[config.mk]
export PLATFORM = sky130hd
export DESIGN_NAME = if_fetch
export DESIGN_NICKNAME = d
export VERILOG_FILES = /design/src/rtl/core_pkg.sv /design/src/rtl/if_pc_gen.sv /design/src/rtl/if_fetch.sv
export SDC_FILE = /design/constraint.sdc
export NUM_CORES = 1
export LEC_CHECK = 0
export CAP_MARGIN = 20
export CORE_AREA = 10 10 156 158
export CTS_CLUSTER_SIZE = 14
export DETAILED_ROUTE_END_ITERATION = 12
export DIE_AREA = 0 0 166 168
export GPL_TIMING_DRIVEN = 0
export PLACE_DENSITY_LB_ADDON = 0.08
export SETUP_SLACK_MARGIN = 0.1
export SKIP_LAST_GASP = 1
export SYNTH_ARGS = -nofsm -noshare
export SYNTH_HDL_FRONTEND = slang
export SYNTH_SLANG_ARGS = --single-unit
[constraint.sdc]
create_clock -name clk -period 3.1 [get_ports clk]
set_input_delay 0.62 -clock clk [delete_from_list [all_inputs] [get_ports clk]]
set_output_delay 0.62 -clock clk [all_outputs]
set_load 0.01 [all_outputs]
[src/rtl/core_pkg.sv]
// Shared fetch-side types: FSM states, the default NOP word and the buffer/skid entry.
package core_pkg;

   typedef enum logic [1:0] {F_REQ, F_WAIT, F_HOLD} fetch_state_e;

   localparam logic [31:0] NOP_INSTR_DEFAULT = 32'h0000_0033;

   typedef struct packed {
      logic        valid;
      logic [31:0] pc;
      logic [31:0] instr;
   } if_entry_t;

   function automatic logic [31:0] pc_incr(input logic [31:0] pc);
      return pc + 32'd4;
   endfunction

endpackage

[src/rtl/if_pc_gen.sv]
// Fetch PC register: holds the next fetch address, advances by 4 per accepted request.
module if_pc_gen
   import core_pkg::*;
#(
   parameter logic [31:0] RESET_PC = 32'h0000_0000
) (
   input  logic        clk,
   input  logic        rst,
   input  logic        advance,
   input  logic        redirect,
   input  logic [31:0] redirect_pc,
   output logic [31:0] pc_q
);

   logic [31:0] pc_d;

   always_comb begin
      pc_d = pc_q;
      if (redirect)
         pc_d = redirect_pc;
      else if (advance)
         pc_d = pc_incr(pc_q);
   end

   always_ff @(posedge clk) begin
      if (rst) pc_q <= RESET_PC;
      else     pc_q <= pc_d;
   end

endmodule

[src/rtl/if_fetch.sv]
// Instruction-fetch front end feeding the IF/ID register; single outstanding imem request.
// Define IF_FETCH_PERF_EN to add the fetch/bubble performance counters.
module if_fetch
   import core_pkg::*;
#(
   parameter logic [31:0] RESET_PC  = 32'h0000_0000,
   parameter logic [31:0] NOP_INSTR = NOP_INSTR_DEFAULT
) (
   input  logic        clk,
   input  logic        rst,
   input  logic        stall,
   input  logic        redirect,
   input  logic [31:0] redirect_pc,
   output logic        imem_req,
   output logic [31:0] imem_addr,
   input  logic        imem_gnt,
   input  logic        imem_rvalid,
   input  logic [31:0] imem_rdata,
   output logic [31:0] pc_o,
   output logic [31:0] instr_o,
   output logic        flush_o
`ifdef IF_FETCH_PERF_EN
   ,
   output logic [31:0] perf_fetch_cnt,
   output logic [31:0] perf_bubble_cnt
`endif
);

   fetch_state_e state_q, state_d;
   if_entry_t    buf_q, buf_d, skid_q, skid_d;
   logic         drop_q, drop_d;
   logic [31:0]  fly_pc_q, fly_pc_d;
   logic [31:0]  pc_q;
   logic         room, gnt_acc, consume;

   assign room      = !buf_q.valid || !stall;
   assign imem_req  = !rst && (state_q == F_REQ) && room;
   assign imem_addr = pc_q;
   assign gnt_acc   = imem_req && imem_gnt;
   assign consume   = buf_q.valid && !stall;

   if_pc_gen #(.RESET_PC(RESET_PC)) u_pc_gen (
      .clk         (clk),
      .rst         (rst),
      .advance     (gnt_acc && !redirect),
      .redirect    (redirect),
      .redirect_pc (redirect_pc),
      .pc_q        (pc_q)
   );

   always_comb begin
      state_d  = state_q;
      buf_d    = buf_q;
      skid_d   = skid_q;
      drop_d   = drop_q;
      fly_pc_d = fly_pc_q;
      if (gnt_acc) fly_pc_d = pc_q;

      if (redirect) begin
         // An already-accepted request still returns data; mark it stale.
         buf_d.valid  = 1'b0;
         skid_d.valid = 1'b0;
         state_d      = F_REQ;
         case (state_q)
            F_REQ: if (gnt_acc) begin
               drop_d  = 1'b1;
               state_d = F_WAIT;
            end
            F_WAIT: if (!imem_rvalid) begin
               drop_d  = 1'b1;
               state_d = F_WAIT;
            end else begin
               drop_d  = 1'b0;
            end
            default: ;
         endcase
      end else begin
         if (consume) buf_d.valid = 1'b0;
         case (state_q)
            F_REQ: if (gnt_acc) state_d = F_WAIT;
            F_WAIT: if (imem_rvalid) begin
               if (drop_q) begin
                  drop_d  = 1'b0;
                  state_d = F_REQ;
               end else if (room) begin
                  buf_d   = '{valid: 1'b1, pc: fly_pc_q, instr: imem_rdata};
                  state_d = F_REQ;
               end else begin
                  skid_d  = '{valid: 1'b1, pc: fly_pc_q, instr: imem_rdata};
                  state_d = F_HOLD;
               end
            end
            F_HOLD: if (!stall) begin
               buf_d        = skid_q;
               buf_d.valid  = 1'b1;
               skid_d.valid = 1'b0;
               state_d      = F_REQ;
            end
            default: state_d = F_REQ;
         endcase
      end
   end

   always_ff @(posedge clk) begin
      if (rst) begin
         state_q  <= F_REQ;
         buf_q    <= '0;
         skid_q   <= '0;
         drop_q   <= 1'b0;
         fly_pc_q <= '0;
      end else begin
         state_q  <= state_d;
         buf_q    <= buf_d;
         skid_q   <= skid_d;
         drop_q   <= drop_d;
         fly_pc_q <= fly_pc_d;
      end
   end

   // Outputs are forced to their idle values while reset is held.
   assign pc_o    = rst ? 32'h0 : buf_q.pc;
   assign instr_o = (!rst && buf_q.valid) ? buf_q.instr : NOP_INSTR;
   assign flush_o = rst || !buf_q.valid || redirect;

`ifdef IF_FETCH_PERF_EN
   logic [31:0] fetch_cnt_q, fetch_cnt_d, bubble_cnt_q, bubble_cnt_d;

   // A consumption squashed by a same-cycle redirect never reaches ID.
   always_comb begin
      fetch_cnt_d  = fetch_cnt_q + {31'd0, consume && !redirect};
      bubble_cnt_d = bubble_cnt_q + {31'd0, flush_o};
   end

   always_ff @(posedge clk) begin
      if (rst) begin
         fetch_cnt_q  <= '0;
         bubble_cnt_q <= '0;
      end else begin
         fetch_cnt_q  <= fetch_cnt_d;
         bubble_cnt_q <= bubble_cnt_d;
      end
   end

   assign perf_fetch_cnt  = fetch_cnt_q;
   assign perf_bubble_cnt = bubble_cnt_q;
`endif

endmodule

==> results of run 1 <==
-- worst max-delay path, stage by stage --
cell	delay [ns]
clkdlybuf4s50_1	0.46
clkbuf_2	0.23
nor2_1	0.32
nand2_1	0.12
clkdlybuf4s50_1	0.49
-- worst max-delay path by stage --
stage                                 start                        endpoint  depth (start not counted)
finish                             redirect                         flush_o                          5
global route                          stall          buf_q[45]$_SDFFE_PP0P_                          9
CTS                                   stall          buf_q[61]$_SDFFE_PP0P_                          8
detailed placement                      rst                        pc_o[31]                          5
global placement                        rst                        pc_o[31]                          5
floorplan           state_q[0]$_SDFFE_PP0P_  u_pc_gen.pc_q[27]$_SDFFE_PP0P_                          8
-- timing repair --
action                                  in CTS  in global routing
gates resized for setup                     17                 11
pin swaps                                    0                  0
buffers inserted                             1                  0
endpoints found under the setup margin      78                 82
-- sequential cells by signal, indices dropped and copies added, names as in the netlist --
| register | count |
|---|---|
| skid_q | 64 |
| u_pc_gen.pc_q | 32 |
| state_q | 2 |
| fly_pc_q | 32 |
| drop_q | 1 |
| buf_q | 65 |
-- layout make-up --
class	count	area share, %
sequential	196	35.44
multi-input combinational	745	37.07
clock buffer	19	4.091
inverter	12	0.4069
timing repair buffer	168	15.16
clock inverter	13	1.300
buffer	90	3.368
tap	280	3.165
-- layer usage --
metal,track usage (%),part of all wire [%]
met5,0,0
met2,31.63,48
met3,4.633,6.4
met1,23.41,44
met4,5.046,1.5
-- logic make-up after synthesis --
group / synth area share, %
flops: 46.67
buf+inv: 4.643
xor+xnor: 1.979
simple gates: 24.02
compound gates: 21.47
fa+ha+maj: 0.7440
mux: 0.4762
-- cell usage after synthesis (8+ instances only) --
library cell	instances	area, um^2
inv_1	12	45.04
nor3_1	8	40.04
nand4_1	9	56.30
a21oi_1	105	525.5
nor4_1	9	56.30
a211oi_1	79	593.1
a22oi_1	64	480.5
xnor2_1	17	148.9
nand2_1	221	829.6
and2_1	30	187.7
nor2b_1	36	225.2
clkbuf_1	80	300.3
buf_1	8	30.03
nor2_1	92	345.3
dfxtp_1	196	3924
nand3_1	8	40.04
-- report_power, final --
part	internal (W)	switching, W	total, W
clock network	0.00118	0.00105	0.00223
logic	0.000287	0.000327	0.000614
registers	0.00261	0.0000904	0.00270
-- through the flow --
step / area (um^2) / total power, W
CTS: 11070 / 0.005597
floorplan: 8408 / 0.003044
detailed placement: 10430 / 0.003372
global route: 11070 / 0.005768
finish: 11070 / 0.005552
global placement: 10430 / 0.003368
-- cell usage in the layout (no fill, tap or decap), types with 8 or more instances in the layout --
master / instances
buf_1: 9
xnor2_1: 17
clkbuf_2: 11
dfxtp_1: 196
nor3_1: 8
clkbuf_1: 64
a211oi_1: 79
clkbuf_16: 17
a22oi_1: 64
nand2_1: 221
inv_1: 12
a21oi_1: 105
nand4_1: 9
clkdlybuf4s50_1: 166
nor2_1: 92
nor2b_1: 34
nand3_1: 8
and2_1: 30
nor4_1: 9
==> summary.txt, run 1 <==
Yosys
  – Post-Syn Area: 8408 um^2
  – Synth Flop Type: dfxtp_1
  – Syn Inst Count: 1044
  – Post-synth ARST share: 0%
  – Yosys reg bits: 196
  – Ys Warns: 0
  – Seq/Total Area, Yosys: 46.67%
  – Post-synth EDFFs: 0
  – Synthesized Nets: 1119
  – Mean Syn Cell Area: 8.054 um^2
  – Unique cell type count in the Yosys netlist: 46

Global routing
  – GRT Util Overall: 18.78%
  – Global-route wire length before repair: 42920 um
  – Congestion Overflow GR: 0
  – Initial antenna violation count: 0
  – Largest net degree at the start of global routing: 19
  – Vias in the first global route: 7788

Outcome
  – Outcome: completed

STA
  – Setup ws final: 0.2472 ns
  – Clk_skew: 0.01124 ns
  – Max Freq: 350.5 MHz
  – RSZ-0062 raised after global routing: true
  – Worst slew pin tran: 0.8320 ns
  – Setup violations, final: 0
  – Max_slew headroom: 44.53%
  – Post-route setup TNS: 0 ns
  – Final period utilization: 92.02%
  – Final Max Tran Viols: 0
  – Hold_ws: 0.4558 ns
  – Post-layout min period: 2.853 ns
  – Final Hold Vio Count: 0

Die
  – # rows: 54
  – Core area: 21420 um^2
  – Initial Util: 39.26%
  – Overall die width: 166 um
  – Boundary Pins: 168
  – Die Y: 168 um
  – DIE AREA: 27890 um^2

Route
  – DRT iter0 DRCs: 429
  – Via count: 7908
  – DRC: 0
  – Final wirelength: 27050 um
  – DR WL/cell: 17.76 um
  – Antenna-violating nets left: 0
  – Vias/cell: 5.192
  – Pre-antenna DRT Iters: 5

Power
  – LEAKAGE: 3.551 nW
  – Cell Pwr Density: 501.5 nW/um^2
  – Maximum VDD drop: 0.0004294 V

Final layout
  – Fin util: 51.69%
  – Fillers: 2108
  – Reg area: 3924 um^2
  – Layout area overhead: 31.67%
  – Non-Filler Instances: 1523
  – Ant diodes: 0
  – Share of cells above drive strength 1: 4.907%
  – # nets final: 1305
  – Area of the multi-input gates: 4104 um^2

Clocking
  – CTS tree: built
  – H-Tree Depth: 4
  – Reg clk slew, reported paths: 0.07 ns
  – CTS Buffer Depth: 2
  – Clk_lat worst skew: 0.43 ns
  – Clock sink count: 196
  – Hold-fix buffers at CTS: 0
  – Clk Tree Root Cell: clkbuf_16
  – TritonCTS Buffers: 17

Worst setup path
  – Worst-path maximum fanout: 10
  – Flop2flop setup slack: 0.42 ns
  – Worst r2r src: state_q[0]$_SDFFE_PP0P_
  – Critical path capture point type: primary output
  – R2r worst-path depth: 9
  – CP arrival: 2.23 ns
  – WS Path Type: in -> out
  – Worst r2r dst: fly_pc_q[22]$_SDFFE_PP0P_
  – Type of origin of the critical path: input port
  – Worst EP required: 2.48 ns

Hold path
  – Number of cells on the worst hold path: 2
  – Min-Delay Endpoint: skid_q[54]$_SDFFE_PP0P_
  – Min-Delay Startpoint: skid_q[54]$_SDFFE_PP0P_
  – Worst hold path type: reg -> reg

Placement
  – IO Port Bufs: 167
  – Pre-CTS setup slack: -0.6734 ns
  – Dpl cells: 1491
  – Placer Congestion: 0.8532
  – Post-DP HPWL: 19920 um

Run
  – Max-cap violations: 0
No activity file was read; power rests on OpenSTA's default activity.
==> run 2: changes to the inputs <==
Settings changed: SETUP_SLACK_MARGIN 0.1 to default.
==> run 2 against run 1 <==
Compared with the run above:
- combinational power is essentially flat
- total power is essentially flat
- largest power group unchanged
- utilization is essentially flat
- fmax shrank 5.0%
- largest cell class unchanged
- final area is essentially flat
- worst setup slack lost 0.15 ns
- routed wire length grew 0.11%
==> summary.txt, run 2 (synthesized netlist as in run 1, its figures left out) <==
Outcome
  – Outcome: completed

Route
  – Vias/cell: 5.196 (about the same)
  – Final wirelength: 27080 um (+0.11%)
  – Antenna-violating nets left: 0 (unchanged)
  – DRC: 0 (unchanged)
  – Via count: 7913 (+0.063%)
  – DR WL/cell: 17.78 um (+0.11%)
  – Pre-antenna DRT Iters: 5 (unchanged)
  – DRT iter0 DRCs: 452 (+5.4%)

Final layout
  – Largest reg by FF count: buf_q
  – Most frequent cells in the layout: nand2_1, dfxtp_1, clkdlybuf4s50_1
  – Max reg flops: 65 (unchanged)
  – Layout area overhead: 31.56% (about the same)
  – Fin util: 51.65% (about the same)
  – Share of cells above drive strength 1: 4.505% (-0.40 points)
  – Ant diodes: 0 (unchanged)
  – Reg area: 3924 um^2 (unchanged)
  – Commonest non-fill, non-tap cell in the layout: nand2_1
  – Area of the multi-input gates: 4104 um^2 (unchanged)
  – # nets final: 1305 (unchanged)
  – Fillers: 2114 (+0.28%)
  – Top flop regs: buf_q: 65 flops, skid_q: 64 flops

Global routing
  – Congestion Overflow GR: 0 (unchanged)
  – GRT Util Overall: 18.78% (unchanged)
  – Initial antenna violation count: 0 (unchanged)
  – Global-route wire length before repair: 42920 um (unchanged)
  – Largest net degree at the start of global routing: 19 (unchanged)
  – Vias in the first global route: 7786 (-0.026%)

Die
  – Initial Util: 39.26% (unchanged)
  – Die Y: 168 um (unchanged)
  – DIE AREA: 27890 um^2 (unchanged)
  – Core area: 21420 um^2 (unchanged)
  – # rows: 54 (unchanged)
  – Overall die width: 166 um (unchanged)
  – Boundary Pins: 168 (unchanged)

STA
  – RSZ-0062 raised after global routing: false
  – Worst slew pin tran: 0.7767 ns (-0.05534 ns)
  – Final Max Tran Viols: 0 (unchanged)
  – Clk_skew: 0.01125 ns (+0.00001470 ns)
  – Max_slew headroom: 48.22% (+3.7 points)
  – Setup violations, final: 0 (unchanged)
  – Final period utilization: 96.90% (+4.9 points)
  – Max Freq: 332.9 MHz (-5.0%)
  – Final Hold Vio Count: 0 (unchanged)
  – Hold_ws: 0.4555 ns (-0.0002440 ns)
  – Post-layout min period: 3.004 ns (+0.1512 ns)

Worst setup path
  – Worst-path maximum fanout: 10 (unchanged)
  – Most frequent CP cell: clkdlybuf4s50_1
  – WS Path Type: in -> out
  – Worst path cell trace: clkdlybuf4s50_1, clkbuf_1, nor2_1, nand2_1, clkdlybuf4s50_1
  – Slowest CP cell: clkdlybuf4s50_1
  – Worst EP required: 2.48 ns (about the same)
  – Critical path capture point type: primary output
  – R2r worst-path depth: 9 (unchanged)
  – Type of origin of the critical path: input port
  – CP max stage delay: 0.54 ns (+0.05 ns)
  – CP arrival: 2.38 ns (+0.15 ns)

Power
  – Cell Pwr Density: 502.2 nW/um^2 (+0.14%)
  – LEAKAGE: 3.540 nW (-0.32%)
  – Maximum VDD drop: 0.0004298 V (about the same)

Clocking
  – Hold-fix buffers at CTS: 0 (unchanged)
  – Reg clk slew, reported paths: 0.07 ns (about the same)
  – Clk_lat worst skew: 0.44 ns (about the same)
  – Clk Tree Root Cell: clkbuf_16
  – Clock sink count: 196 (unchanged)
  – CTS tree: built
  – CTS Buffer Depth: 2 (unchanged)
  – TritonCTS Buffers: 17 (unchanged)
  – H-Tree Depth: 4 (unchanged)

Placement
  – IO Port Bufs: 167 (unchanged)
  – Placer Congestion: 0.8532 (unchanged)
  – Post-DP HPWL: 19920 um (unchanged)

Hold path
  – Number of cells on the worst hold path: 2 (unchanged)
  – Worst hold path type: reg -> reg

Run
  – Max-cap violations: 0 (unchanged)
==> run 2: changes by cell type in the layout (fill, tap and decap cells not counted) <==
cell,delta
dlymetal6s2s_1,+1
clkbuf_1,+6
clkbuf_4,+1
buf_1,-1
clkbuf_8,-1
clkbuf_2,-5
dlygate4sd2_1,-1
==> run 2: critical path, delay by kind of cell <==
family / cells / cell delay (ns)
simple gates: 2 / 0.33
buf+inv: 3 / 1.44
==> run 2: final cells by class <==
cell class	instances	area share, %
clock buffers	19	4.095
repair buffers	167	15.13
well taps	280	3.167
flip-flops and latches	196	35.47
inverters	12	0.4072
multi-input cells	745	37.10
plain buffers	91	3.325
clock inverters	13	1.301
==> run 2: stage by stage <==
| step | TNS (ns) | power [W] | std cells | cell area [um^2] | worst slack (ns) |
|---|---|---|---|---|---|
| floorplan | 0 | 0.003044 | 1044 | 8408 | 0.8370 |
| global placement | -48.57 | 0.003368 | 1491 | 10430 | -0.6668 |
| detailed placement | -52.71 | 0.003372 | 1491 | 10430 | -0.6734 |
| CTS | -0.08177 | 0.005596 | 1523 | 11050 | -0.03411 |
| global route | 0 | 0.005767 | 1523 | 11060 | 0.0004683 |
| finish | 0 | 0.005556 | 1523 | 11060 | 0.09606 |
==> run 2: path summary, 6_finish.rpt <==
| kind | from | end | slack, ns |
|---|---|---|---|
| hold reg to reg | skid_q[54]$_SDFFE_PP0P_ | skid_q[54]$_SDFFE_PP0P_ | 0.46 |
| setup / recovery | redirect | flush_o | 0.1 |
| hold / removal | skid_q[54]$_SDFFE_PP0P_ | skid_q[54]$_SDFFE_PP0P_ | 0.46 |
| setup reg to reg | state_q[1]$_SDFFE_PP0P_ | skid_q[63]$_SDFFE_PP0P_ | 0.37 |
==> run 2: timing repair <==
action                                  CTS  global route
buffers inserted                          0             0
resized for setup                        13            10
pin swaps                                 0             0
endpoints found under the setup margin   63            60
==> run 2: metal layers <==
| metal | up-vias | share of wire (%) | wire length (um) | track usage, % |
|---|---|---|---|---|
| li1 | 3986 | - | - | - |
| met2 | 222 | 48 | 13010 | 31.63 |
| met1 | 3680 | 44 | 12000 | 23.40 |
| met5 | - | 0 | 0 | 0 |
| met3 | 25 | 6.3 | 1697 | 4.633 |
| met4 | 0 | 1.4 | 375 | 5.085 |
==> run 2: power by group <==
group          switching (W)  internal [W]
clock network        0.00106       0.00118
registers          0.0000906       0.00261
logic               0.000327      0.000286
total                0.00148       0.00408
==> run 3: changes to the inputs <==
Settings changed: ABC_AREA from default to 0, CELL_PAD_IN_SITES_DETAIL_PLACEMENT from default to 0, CELL_PAD_IN_SITES_GLOBAL_PLACEMENT from default to 1, CORE_AREA 10 10 156 158 to 10 10 160 162, DIE_AREA 0 0 166 168 to 0 0 170 172.
==> run 3 against run 2 <==
Compared with the run above:
- utilization fell by 2.3 points
- largest power group unchanged
- cell count rose by 0.39%
- count of clock-buffer cells in the layout fell by 1
- highest routed layer unchanged
- hold slack improved by 0.0018 ns
- total power fell by 1.8%
- clock skew fell by 0.0027 ns
- via count fell by 0.33%
- die area rose by 4.8%
- combinational power barely moved
- first-iteration DRC count rose by 1.8%
- fmax rose by 2.7%
==> summary.txt, run 3 (synthesized netlist as in run 1, its figures left out) <==
Outcome
  – Outcome: completed

Route
  – Vias/cell: 5.158 (-0.72%)
  – Via count: 7887 (-0.33%)
  – Antenna-violating nets left: 0 (unchanged)
  – Pre-antenna DRT Iters: 7 (+2)
  – DRC: 0 (unchanged)
  – Final wirelength: 27890 um (+3.0%)
  – DRT iter0 DRCs: 460 (+1.8%)
  – DR WL/cell: 18.24 um (+2.6%)

Global routing
  – Initial antenna violation count: 1 (+1)
  – Largest net degree at the start of global routing: 19 (unchanged)
  – Vias in the first global route: 7847 (+0.78%)
  – Global-route wire length before repair: 43840 um (+2.1%)
  – Congestion Overflow GR: 0 (unchanged)
  – GRT Util Overall: 18.98% (+0.19 points)

Clocking
  – Post-CTS Setup Bufs: 0 (unchanged)
  – TritonCTS Buffers: 17 (unchanged)
  – Clk Tree Root Cell: clkbuf_16
  – CTS tree: built
  – Clock sink count: 196 (unchanged)
  – H-Tree Depth: 4 (unchanged)
  – CTS Buffer Depth: 2 (unchanged)
  – Clk_lat worst skew: 0.44 ns (about the same)
  – Hold-fix buffers at CTS: 0 (unchanged)
  – Reg clk slew, reported paths: 0.08 ns (about the same)

Placement
  – Post-DP HPWL: 20660 um (+3.7%)
  – Dpl cells: 1496 (+0.34%)
  – DP Area: 10440 um^2 (about the same)
  – IO Port Bufs: 167 (unchanged)
  – Placer Congestion: 0.8007 (-6.2%)

STA
  – Post-route setup TNS: 0 ns (unchanged)
  – Setup violations, final: 0 (unchanged)
  – Hold_ws: 0.4573 ns (+0.001827 ns)
  – Final period utilization: 94.31% (-2.6 points)
  – Worst slew pin tran: 0.7448 ns (-0.03181 ns)
  – Max Freq: 342.0 MHz (+2.7%)
  – RSZ-0062 raised after global routing: false
  – Post-layout min period: 2.924 ns (-0.08023 ns)
  – Final Hold Vio Count: 0 (unchanged)
  – Final Max Tran Viols: 0 (unchanged)
  – Max_slew headroom: 50.34% (+2.1 points)
  – Clk_skew: 0.008523 ns (-0.002728 ns)

Power
  – Cell Pwr Density: 494.6 nW/um^2 (-1.5%)
  – Sw Pwr: 0.001482 W (+0.41%)
  – Sw frac: 27.17% (+0.60 points)
  – Logic gate share of total power: 11.3% (+0.3 points)
  – LEAKAGE: 3.515 nW (-0.70%)
  – Reg power frac: 49.5% (+0.8 points)
  – Int Pwr: 0.003973 W (-2.6%)
  – Maximum VDD drop: 0.0003542 V (-18%)
  – Power Total: 0.005456 W (-1.8%)
  – Clk network pwr share: 39.2% (-1.1 points)

Final layout
  – Share of cells above drive strength 1: 4.344% (-0.16 points)
  – Layout area overhead: 31.19%
  – # nets final: 1305 (unchanged)
  – Top flop regs: buf_q: 65 flops, skid_q: 64 flops
  – Fillers: 2237 (+5.8%)
  – Max reg flops: 65 (unchanged)
  – Non-Filler Instances: 1529 (+0.39%)
  – Largest reg by FF count: buf_q
  – Final instance area: 11030 um^2 (-0.28%)
  – Commonest non-fill, non-tap cell in the layout: nand2_1
  – Most frequent cells in the layout: nand2_1, dfxtp_1, clkdlybuf4s50_1

Die
  – Die Y: 172 um (+2.4%)
  – Core area: 22370 um^2 (+4.4%)
  – Initial Util: 37.59% (-1.7 points)
  – DIE AREA: 29240 um^2 (+4.8%)
  – Boundary Pins: 168 (unchanged)
  – Overall die width: 170 um (+2.4%)
  – # rows: 55 (+1.9%)

Worst setup path
  – CP arrival: 3.27 ns (+0.89 ns)
  – Worst-path maximum fanout: 10 (unchanged)
  – WS Path Type: in -> reg
  – Type of origin of the critical path: input port
  – Worst EP required: 3.45 ns (+0.97 ns)
  – Critical path capture point type: flip-flop

Run
  – Max-cap violations: 0 (unchanged)

Hold path
  – Worst hold path type: reg -> reg
==> run 3: cell types whose count changed in the layout (fill, tap and decap cells not counted), moves of 2 or more <==
cell | before | now
clkinv_2 | 0 | 3
clkbuf_1 | 70 | 72
clkbuf_4 | 3 | 1
clkinv_4 | 4 | 2
==> run 3: timing repair <==
item                       4_1_cts  5_1_grt
setup endpoints to repair       63       64
gates resized for setup         13        4
cloned                           0        0
==> run 3: cell type report <==
class / instances / area [um^2] / area share, %
Tap cell: 285 / 356.6 / 3.233
Clock buffer: 18 / 439.2 / 3.981
Clock inverter: 14 / 122.6 / 1.112
Inverter: 12 / 45.04 / 0.4083
Timing Repair Buffer: 167 / 1670 / 15.14
Multi-Input combinational cell: 745 / 4104 / 37.21
Antenna cell: 1 / 2.502 / 0.02269
Buffer: 91 / 366.6 / 3.324
Sequential cell: 196 / 3924 / 35.57
==> run 3: power by group through the flow <==
stage | combinational, W | clock (W) | sequential (W)
final | 0.000615 | 0.00214 | 0.00270
after global routing | 0.000677 | 0.00229 | 0.00272
after CTS | 0.000623 | 0.00218 | 0.00270
after detailed placement | 0.000616 | 0 | 0.00276
after global placement | 0.000615 | 0 | 0.00276
after floorplan | 0.000303 | 0 | 0.00274
==> run 3: worst paths after layout <==
check | depth (start not counted) | endpoint | slack [ns] | from
setup / recovery | 9 | buf_q[49]$_SDFFE_PP0P_ | 0.18 | stall
hold / removal | 2 | skid_q[53]$_SDFFE_PP0P_ | 0.46 | skid_q[53]$_SDFFE_PP0P_
setup reg to reg | 9 | skid_q[62]$_SDFFE_PP0P_ | 0.35 | state_q[1]$_SDFFE_PP0P_
hold reg to reg | 2 | skid_q[53]$_SDFFE_PP0P_ | 0.46 | skid_q[53]$_SDFFE_PP0P_
==> run 3: through the flow <==
stage / worst slack [ns] / utilization (%)
detailed placement: -0.6767 / 46.66
global route: 0.01378 / 49.32
floorplan: 0.8370 / -
CTS: 0.01914 / 49.30
global placement: -0.6673 / 46.66
finish: 0.1763 / 49.32
==> run 3: critical path, stage by stage <==
cell and delay [ns]:
clkdlybuf4s50_1 0.50, and2_1 0.18, clkbuf_1 0.19, o21ai_0 0.17
nor4b_1 0.39, clkbuf_2 0.40, clkbuf_1 0.49, nor2_1 0.09
a211oi_1 0.23
==> run 3: routing by layer <==
metal | global-route usage, % | share of wire [%] | up-vias
li1 | - | - | 3995
met1 | 23.94 | 46 | 3667
met2 | 31.63 | 47 | 199
met3 | 4.537 | 5.6 | 26
met4 | 5.339 | 1.4 | 0
met5 | 0 | 0 | -
